[config.mk]
export PLATFORM = sky130hd
export DESIGN_NAME = ro_puf_sequencer
export DESIGN_NICKNAME = d
export VERILOG_FILES = /design/src/rtl/ro_puf_pkg.sv /design/src/rtl/puf_phase_timer.sv /design/src/rtl/ro_puf_sequencer.sv
export SDC_FILE = /design/constraint.sdc
export NUM_CORES = 1
export LEC_CHECK = 0
export ABC_AREA = 1
export CAP_MARGIN = 25
export CORE_MARGIN = 2
export CORE_UTILIZATION = 53
export CTS_CLUSTER_DIAMETER = 30
export DETAILED_ROUTE_END_ITERATION = 12
export MAX_ROUTING_LAYER = met4
export PLACE_DENSITY = 0.9
export SLEW_MARGIN = 20
export SYNTH_ARGS = -nofsm -noshare
export SYNTH_HDL_FRONTEND = slang
export SYNTH_SLANG_ARGS = --single-unit
[constraint.sdc]
create_clock -name clk -period 2 [get_ports clk]
set_input_delay 0.4 -clock clk [delete_from_list [all_inputs] [get_ports clk]]
set_output_delay 0.4 -clock clk [all_outputs]
set_load 0.02 [all_outputs]
[src/rtl/ro_puf_pkg.sv]
// rtl/ro_puf_pkg.sv - state encoding and default constants for the RO PUF sequencer
package ro_puf_pkg;

   typedef enum logic [2:0] {
      ST_IDLE    = 3'd0,
      ST_CLEAR   = 3'd1,
      ST_RUN     = 3'd2,
      ST_SETTLE  = 3'd3,
      ST_COMPARE = 3'd4,
      ST_DONE    = 3'd5
   } puf_state_t;

   localparam int DEF_N_BITS     = 8;
   localparam int DEF_SEL_W      = 5;
   localparam int DEF_CNT_W      = 8;
   localparam int DEF_WIN_W      = 16;
   localparam int DEF_CLR_CYC    = 2;
   localparam int DEF_SETTLE_CYC = 4;

endpackage

[src/rtl/puf_phase_timer.sv]
// rtl/puf_phase_timer.sv - loadable down-counter timing one sequencer phase
// A load of N gives a tc_o pulse in the Nth cycle after the load edge.
module puf_phase_timer #(
   parameter int CNT_W = 16
) (
   input  logic             clk_i,
   input  logic             rst_i,
   input  logic             load_i,
   input  logic [CNT_W-1:0] load_val_i,
   output logic             tc_o
);

   logic [CNT_W-1:0] cnt_q;

   always_ff @(posedge clk_i) begin
      if (rst_i) begin
         cnt_q <= '0;
      end else if (load_i) begin
         cnt_q <= load_val_i;
      end else if (cnt_q != '0) begin
         cnt_q <= cnt_q - CNT_W'(1);
      end
   end

   assign tc_o = (cnt_q == CNT_W'(1));

endmodule

[src/rtl/ro_puf_sequencer.sv]
// rtl/ro_puf_sequencer.sv - sequences RO pair select, clear, run, settle and compare per response bit
// rst_n is active-high; the name is kept for compatibility with the host wrapper.
module ro_puf_sequencer
   import ro_puf_pkg::*;
#(
   parameter int N_BITS     = DEF_N_BITS,
   parameter int SEL_W      = DEF_SEL_W,
   parameter int CNT_W      = DEF_CNT_W,
   parameter int WIN_W      = DEF_WIN_W,
   parameter int CLR_CYC    = DEF_CLR_CYC,
   parameter int SETTLE_CYC = DEF_SETTLE_CYC
) (
   input  logic                        clk,
   input  logic                        rst_n,
   input  logic                        start,
   input  logic [SEL_W-1:0]            base_sel,
   input  logic [WIN_W-1:0]            win_cycles,
   output logic                        busy,
   output logic                        done,
   output logic [N_BITS-1:0]           response,
   output logic [$clog2(N_BITS+1)-1:0] tie_cnt,
   output logic                        sat_flag,
   output logic [SEL_W-1:0]            sel_a,
   output logic [SEL_W-1:0]            sel_b,
   output logic                        ro_ena,
   output logic                        cnt_clr,
   input  logic [CNT_W-1:0]            cnt_a,
   input  logic [CNT_W-1:0]            cnt_b
);

   localparam int K_W   = (N_BITS > 1) ? $clog2(N_BITS) : 1;
   localparam int TIE_W = $clog2(N_BITS + 1);
   localparam logic [K_W-1:0]   K_LAST  = K_W'(N_BITS - 1);
   localparam logic [CNT_W-1:0] CNT_MAX = '1;

   puf_state_t         state_q;
   logic [SEL_W-1:0]   base_q;
   logic [WIN_W-1:0]   win_q;
   logic [K_W-1:0]     k_q;
   logic               busy_q;
   logic               done_q;
   logic [N_BITS-1:0]  resp_q;
   logic [TIE_W-1:0]   tie_q;
   logic               sat_q;
   logic [SEL_W-1:0]   sel_a_q;
   logic [SEL_W-1:0]   sel_b_q;
   logic               ro_ena_q;
   logic               cnt_clr_q;

   logic               tmr_load_d;
   logic [WIN_W-1:0]   tmr_val_d;
   logic               tmr_tc;
   logic [K_W-1:0]     k_d;
   logic [SEL_W-1:0]   sel_a_d;

   // Oscillator A of bit k sits at base+2k, B right after it; both wrap modulo 2**SEL_W.
   function automatic logic [SEL_W-1:0] pair_sel(input logic [SEL_W-1:0] b,
                                                 input logic [K_W-1:0]   k);
      return b + SEL_W'({k, 1'b0});
   endfunction

   assign k_d     = k_q + K_W'(1);
   assign sel_a_d = pair_sel(base_q, k_d);

   // The timer is reloaded on the edge that enters each timed phase.
   always_comb begin
      tmr_load_d = 1'b0;
      tmr_val_d  = '0;
      case (state_q)
         ST_IDLE: begin
            if (start) begin
               tmr_load_d = 1'b1;
               tmr_val_d  = WIN_W'(CLR_CYC);
            end
         end
         ST_CLEAR: begin
            if (tmr_tc) begin
               tmr_load_d = 1'b1;
               tmr_val_d  = win_q;
            end
         end
         ST_RUN: begin
            if (tmr_tc) begin
               tmr_load_d = 1'b1;
               tmr_val_d  = WIN_W'(SETTLE_CYC);
            end
         end
         ST_COMPARE: begin
            if (k_q != K_LAST) begin
               tmr_load_d = 1'b1;
               tmr_val_d  = WIN_W'(CLR_CYC);
            end
         end
         default: begin
            tmr_load_d = 1'b0;
         end
      endcase
   end

   puf_phase_timer #(
      .CNT_W (WIN_W)
   ) u_phase_timer (
      .clk_i      (clk),
      .rst_i      (rst_n),
      .load_i     (tmr_load_d),
      .load_val_i (tmr_val_d),
      .tc_o       (tmr_tc)
   );

   always_ff @(posedge clk) begin
      if (rst_n) begin
         state_q   <= ST_IDLE;
         base_q    <= '0;
         win_q     <= '0;
         k_q       <= '0;
         busy_q    <= 1'b0;
         done_q    <= 1'b0;
         resp_q    <= '0;
         tie_q     <= '0;
         sat_q     <= 1'b0;
         sel_a_q   <= '0;
         sel_b_q   <= '0;
         ro_ena_q  <= 1'b0;
         cnt_clr_q <= 1'b0;
      end else begin
         case (state_q)
            ST_IDLE: begin
               done_q <= 1'b0;
               if (start) begin
                  base_q    <= base_sel;
                  win_q     <= (win_cycles == '0) ? WIN_W'(1) : win_cycles;
                  k_q       <= '0;
                  resp_q    <= '0;
                  tie_q     <= '0;
                  sat_q     <= 1'b0;
                  sel_a_q   <= base_sel;
                  sel_b_q   <= base_sel + SEL_W'(1);
                  busy_q    <= 1'b1;
                  cnt_clr_q <= 1'b1;
                  state_q   <= ST_CLEAR;
               end
            end
            ST_CLEAR: begin
               if (tmr_tc) begin
                  cnt_clr_q <= 1'b0;
                  ro_ena_q  <= 1'b1;
                  state_q   <= ST_RUN;
               end
            end
            ST_RUN: begin
               if (tmr_tc) begin
                  ro_ena_q <= 1'b0;
                  state_q  <= ST_SETTLE;
               end
            end
            ST_SETTLE: begin
               if (tmr_tc) begin
                  state_q <= ST_COMPARE;
               end
            end
            ST_COMPARE: begin
               // A tie leaves the bit at 0 and is only reported through tie_cnt.
               resp_q[k_q] <= (cnt_a > cnt_b);
               if (cnt_a == cnt_b) begin
                  tie_q <= tie_q + TIE_W'(1);
               end
               if ((cnt_a == CNT_MAX) || (cnt_b == CNT_MAX)) begin
                  sat_q <= 1'b1;
               end
               if (k_q == K_LAST) begin
                  done_q  <= 1'b1;
                  state_q <= ST_DONE;
               end else begin
                  k_q       <= k_d;
                  sel_a_q   <= sel_a_d;
                  sel_b_q   <= sel_a_d + SEL_W'(1);
                  cnt_clr_q <= 1'b1;
                  state_q   <= ST_CLEAR;
               end
            end
            ST_DONE: begin
               done_q  <= 1'b0;
               busy_q  <= 1'b0;
               state_q <= ST_IDLE;
            end
            default: begin
               state_q <= ST_IDLE;
            end
         endcase
      end
   end

   assign busy     = busy_q;
   assign done     = done_q;
   assign response = resp_q;
   assign tie_cnt  = tie_q;
   assign sat_flag = sat_q;
   assign sel_a    = sel_a_q;
   assign sel_b    = sel_b_q;
   assign ro_ena   = ro_ena_q;
   assign cnt_clr  = cnt_clr_q;

endmodule
# Word-level counts from Yosys, hierarchy flattened
# Cells that the tools add are included.
# totals
ff_bits	70
inputBits	40
out_inout_bits	27
word_cells	112
# op_classes
add_sub_neg	6
n_lt_le_gt_ge	3
n_eq_ne	19
n_mux	47
n_reduce_logical	23
# ops
op	count
$mux W16	4
$pmux W16 S4	1
$mux W3	8
$mux W5	4
$pmux W5 S2	2
$eq A16 B1 Y1 const B	1
$eq A8 B8 Y1 const B	2
$logic_not A16 Y1	1
$ne A2 B2 Y1 const B	8
$pmux W8 S2	1
$reduce_bool A16 Y1	1
$sub A16 B1 Y16 const B	1
$pmux W3 S5	1
$reduce_and A3 Y1	4
$mux W1	11
$add A5 B1 Y5 const B	2
$reduce_bool A2 Y1	5
$eq A3 B3 Y1 const B	3
$bwmux W8	1
$eq A8 B8 Y1	1
$gt A8 B8 Y1	1
$mux W4	2
$mux W8	1
$pmux W1 S2	4
other kinds (20)	28

# Longest topological paths before layout
# logic_depth
ltp_word	6
depth_mapped	15
depth_no_buf	15

# Modules after synthesis
# A second synthesis with hierarchy kept.
# hier_totals
hier_cells	574
hier_area_um2	3890.0
# modules_own_cells
mod	n_inst	cells_per_inst	area_each_um2	seq_area_each_um2
ro_puf_sequencer	1	401	2798.9	1081.0
puf_phase_timer	1	173	1091.0	320.3

# Least setup slack after synthesis
# OpenSTA, ideal clock, no wires.
# synth_path
kind	register to register
startpoint	register k_q[0]
endpoint	register sel_b_q[4] (netlist: sel_b[4])
setup_time_ps	109
arrival_ps	1725
t_required_ps	1891
setup_slack_ps	167
stages_incl_launch_ff	15
path_buffers	0
period_less_slack_ps	1833
path_cell_list	dfxtp_1 ha_1 ha_1 ha_1 inv_1 nand2_1 nand2_1 nand2_1 nand2_1 nor2_1 inv_1 nand2_1 nand3_1 nand2_1 inv_1
# synth_between
elab_chain_cells	5
word_cells_on_any_way	8
classes_between	add/sub (3); eq/ne (2); mux (2); reduce/logical (1)
# synth_lines
item	line_no	rtl
from (decl)	ro_puf_sequencer.sv:39	logic [K_W-1:0] k_q;
from (signal assigned)	ro_puf_sequencer.sv:174	k_q <= k_d;
$add A3 B1 Y3	ro_puf_sequencer.sv:62	assign k_d = k_q + K_W'(1);
$add A5 B4 Y5	ro_puf_sequencer.sv:59	return b + SEL_W'({k, 1'b0});
$add A5 B1 Y5	ro_puf_sequencer.sv:176	sel_b_q <= sel_a_d + SEL_W'(1);
$mux W5	ro_puf_sequencer.sv:170	if (k_q == K_LAST) begin
$pmux W5 S2	ro_puf_sequencer.sv:126	case (state_q)
to (signal assigned)	ro_puf_sequencer.sv:137	sel_b_q <= base_sel + SEL_W'(1);
to (signal assigned)	ro_puf_sequencer.sv:176	
to (decl)	ro_puf_sequencer.sv:46	logic [SEL_W-1:0] sel_b_q;
# Parallel ways exist; a longest one is shown, timed or not. The select of a mux whose other input is x is not followed.
# A chain may end at the register's enable or synchronous reset.

# Worst setup path in the final report
# layout_path
startpoint	register k_q[0]
endpoint	register sel_b_q[2] (netlist: sel_b[2])
# The elaborated chain is that of the path after synthesis.

==> run_results.csv <==
group,metric,value,unit
outcome,status,"complete, no violations",
yosys,synthesis.nets,610,
sta,hold_ws,0.455,ns
route,drt-initial-drc-count,227,
floorplanning,core_area,6830,um^2
sta,setup_tns,0,ns
placed_design,placed_area,4600,um^2
clock_network,ctsHoldBuffers,0,
run,maxCapViolations,0,
pwr,powerDensity,1090,nW/um^2
placed_design,numPortBuffers,66,
hold_path,holdCritPathClass,"reg -> reg",
sta,skew,0.00730,ns
route,wl_met3,556,um
clock_network,cts_setup_buffers,0,
yosys,avgSynthCellArea,6.83,um^2
finish,antenna_cells,0,
clock_network,cts_buffer_depth,2,
sta,maxSlewViolCount,0,
floorplanning,die_w,88.3,um
global_route,grt_pass1_wl,16.7,mm
setup_path,critPathLaunchType,"register",
setup_path,worstPathRequired,2.25,ns
sta,finalSetupViolCount,0,
route,vias_per_cell,5.32,
placed_design,dp.cells,718,
clock_network,cts_root_buffer,"clkbuf_8",
yosys,yosys_register_bits,70,
finish,area_growth,28.3,%
yosys,synthDistinctLibCells,34,
sta,hold_viol_final,0,
yosys,yosysSeqAreaShare,0.372,
global_route,grt_usage,0.283,
clock_network,clock_latency,0.35,ns
route,m1WireLength,4.03,mm
yosys,syn_area,3770,um^2
floorplanning,die_y,88.3,um
yosys,ys_warn_count,0,
clock_network,cts_tree,"yes",
route,wl_met2,5.25,mm
route,wirelength,10.1,mm
sta,max_slew_margin,0.743,
route,highest_layer,"met4",
finish,drive_above_1_share,0.0926,
sta,fin_crit,1.96,ns
global_route,overflow,0,
pwr,p_leak,2.19,nW
floorplanning,start_util,0.552,
placed_design,dp_hpwl,7.77,mm
route,wl_per_cell,13.7,um
global_route,grt_pass1_vias,3855,
global_route,grt_max_degree,22,
placed_design,gp_congestion,0.959,
route,drtPass1Iterations,5,
floorplanning,io_pins,67,
global_route,antenna_found_initial,0,
clock_network,cts_made_buffers,9,
sta,rsz0062_at_grt,"yes",
setup_path,worst_setup_path_end_kind,"register",
sta,worst_pin_slew,0.386,ns
setup_path,crit_type,"reg -> reg",
setup_path,critical_path_arrival,2.20,ns
pwr,total_power,5.25,mW
finish,finalNetCount,691,
yosys,synthCells,552,
floorplanning,rows,30,
sta,fmax,511,MHz
pwr,ir_drop,0.529,mV
finish,instances_no_fill,733,
finish,fin_area,4830,um^2
clock_network,cts_max_level,3,
clock_network,clock-sinks,70,
setup_path,cp_max_fo,5,
route,drtAntennaViolNets,0,
route,drc,0,
floorplanning,die_area,7800,um^2
clock_network,path_clk_slew,0.08,ns
sta,fin_crit_sh,0.978,
route,vias,3899,
==> where the power goes <==
| part | internal, mW | switching, mW |
|---|---|---|
| Clock | 0.605 | 0.553 |
| Sequential | 1.62 | 0.186 |
| Combinational | 0.877 | 1.41 |
| Total | 3.10 | 2.15 |
==> worst max-delay path, stage by stage (launching register included) <==
cell	delay, ns
dfxtp_2	0.35
ha_1	0.31
inv_1	0.07
fa_2	0.54
nand3_2	0.09
and2_4	0.19
xor2_1	0.13
o21bai_1	0.12
inv_1	0.06
==> stage by stage <==
step	utilization	setup slack (ns)
floorplan	-	0.167
global placement	0.673	-0.0216
detailed placement	0.673	-0.100
CTS	0.704	0.0138
global route	0.708	-0.0279
finish	0.708	0.0446
==> registers in the layout (all words and copies together) (netlist names), 3 cells and up <==
| register | flops |
|---|---|
| base_q | 5 |
| k_q | 3 |
| response | 8 |
| sel_a | 5 |
| sel_b | 5 |
| state_q | 3 |
| tie_cnt | 4 |
| u_phase_timer.cnt_q | 16 |
| win_q | 16 |
==> final cells by class <==
class | instances | area (um^2)
Clock buffer | 10 | 138
Fill cell | 562 | 2000
Timing Repair Buffer | 81 | 773
Clock inverter | 5 | 58.8
Tap cell | 96 | 120
Sequential cell | 70 | 1400
Multi-Input combinational cell | 405 | 2090
Inverter | 66 | 248
==> cells in the mapped netlist <==
cell       count  area [um^2]
o211a_1        1         10.0
o21bai_1       1         7.51
a21oi_1       36          180
a22oi_1        2         15.0
a31oi_1        2         12.5
nor4_1         2         12.5
inv_2          4         15.0
o2111ai_1      1         8.76
nand2_1      159          597
xnor2_1        4         35.0
nand2_4        1         11.3
nor2_2         6         37.5
xor2_1        10         87.6
clkbuf_1       6         22.5
nor3_1         2         10.0
or2_2          1         6.26
nand3_2        3         30.0
nand3_1       37          185
buf_6          1         11.3
inv_1         62          233
nand4_1        8         50.1
o211ai_1       2         15.0
and2_1         1         6.26
nor2_4         4         45.0
dfxtp_1       70         1400
o31ai_1        1         7.51
fa_1           1         20.0
a22o_1         3         26.3
buf_4          4         30.0
nand2_2        3         18.8
o21ai_0       33          165
nor2_1        63          236
ha_1          17          213
o22ai_1        1         6.26
==> path summary, 6_finish.rpt <==
| kind | startpoint | to | slack [ns] | cells after the start |
|---|---|---|---|---|
| worst max-delay path | k_q[0]$_SDFFE_PP0P_ | sel_b[2]$_SDFFE_PP0P_ | 0.04 | 8 |
| worst max register to register | k_q[0]$_SDFFE_PP0P_ | sel_b[2]$_SDFFE_PP0P_ | 0.04 | 8 |
| worst min register to register | cnt_clr$_SDFFE_PP0P_ | cnt_clr$_SDFFE_PP0P_ | 0.45 | 2 |
| worst min-delay path | cnt_clr$_SDFFE_PP0P_ | cnt_clr$_SDFFE_PP0P_ | 0.45 | 2 |
==> layer usage <==
metal / global-route usage / up-vias
met3: 0.0690 / 22
met4: 0.117 / 0
met1: 0.304 / 1807
li1: - / 1940
met2: 0.498 / 130
met5: - / -
==> what timing repair did <==
| item | CTS | global route |
|---|---|---|
| pin swaps | 1 | 0 |
| endpoints found under the setup margin | 1 | 4 |
| resized for setup | 1 | 7 |
==> placed cells by master, fill, tap and decap left out, types with 10 or more instances in the layout <==
master and n:
nor2_1 62, o21ai_0 32, nand3_1 36, a21oi_1 36
clkbuf_8 10, nand2_1 159, ha_1 15, xor2_1 10
inv_1 62, clkdlybuf4s50_1 66, buf_4 15, dfxtp_1 69
==> cell families (layout without fill, tap and decap cells) <==
group | after synthesis | in the layout | share of synthesized area
AOI/OAI and AO/OA | 83 | 83 | 0.121
and+or+nand+nor | 290 | 290 | 0.331
adders and majority gates | 18 | 18 | 0.0618
DFF | 70 | 70 | 0.372
xor gates and xnor gates | 14 | 14 | 0.0325
buffers and inverters | 77 | 162 | 0.0827
(Power assumes the default switching activity.)
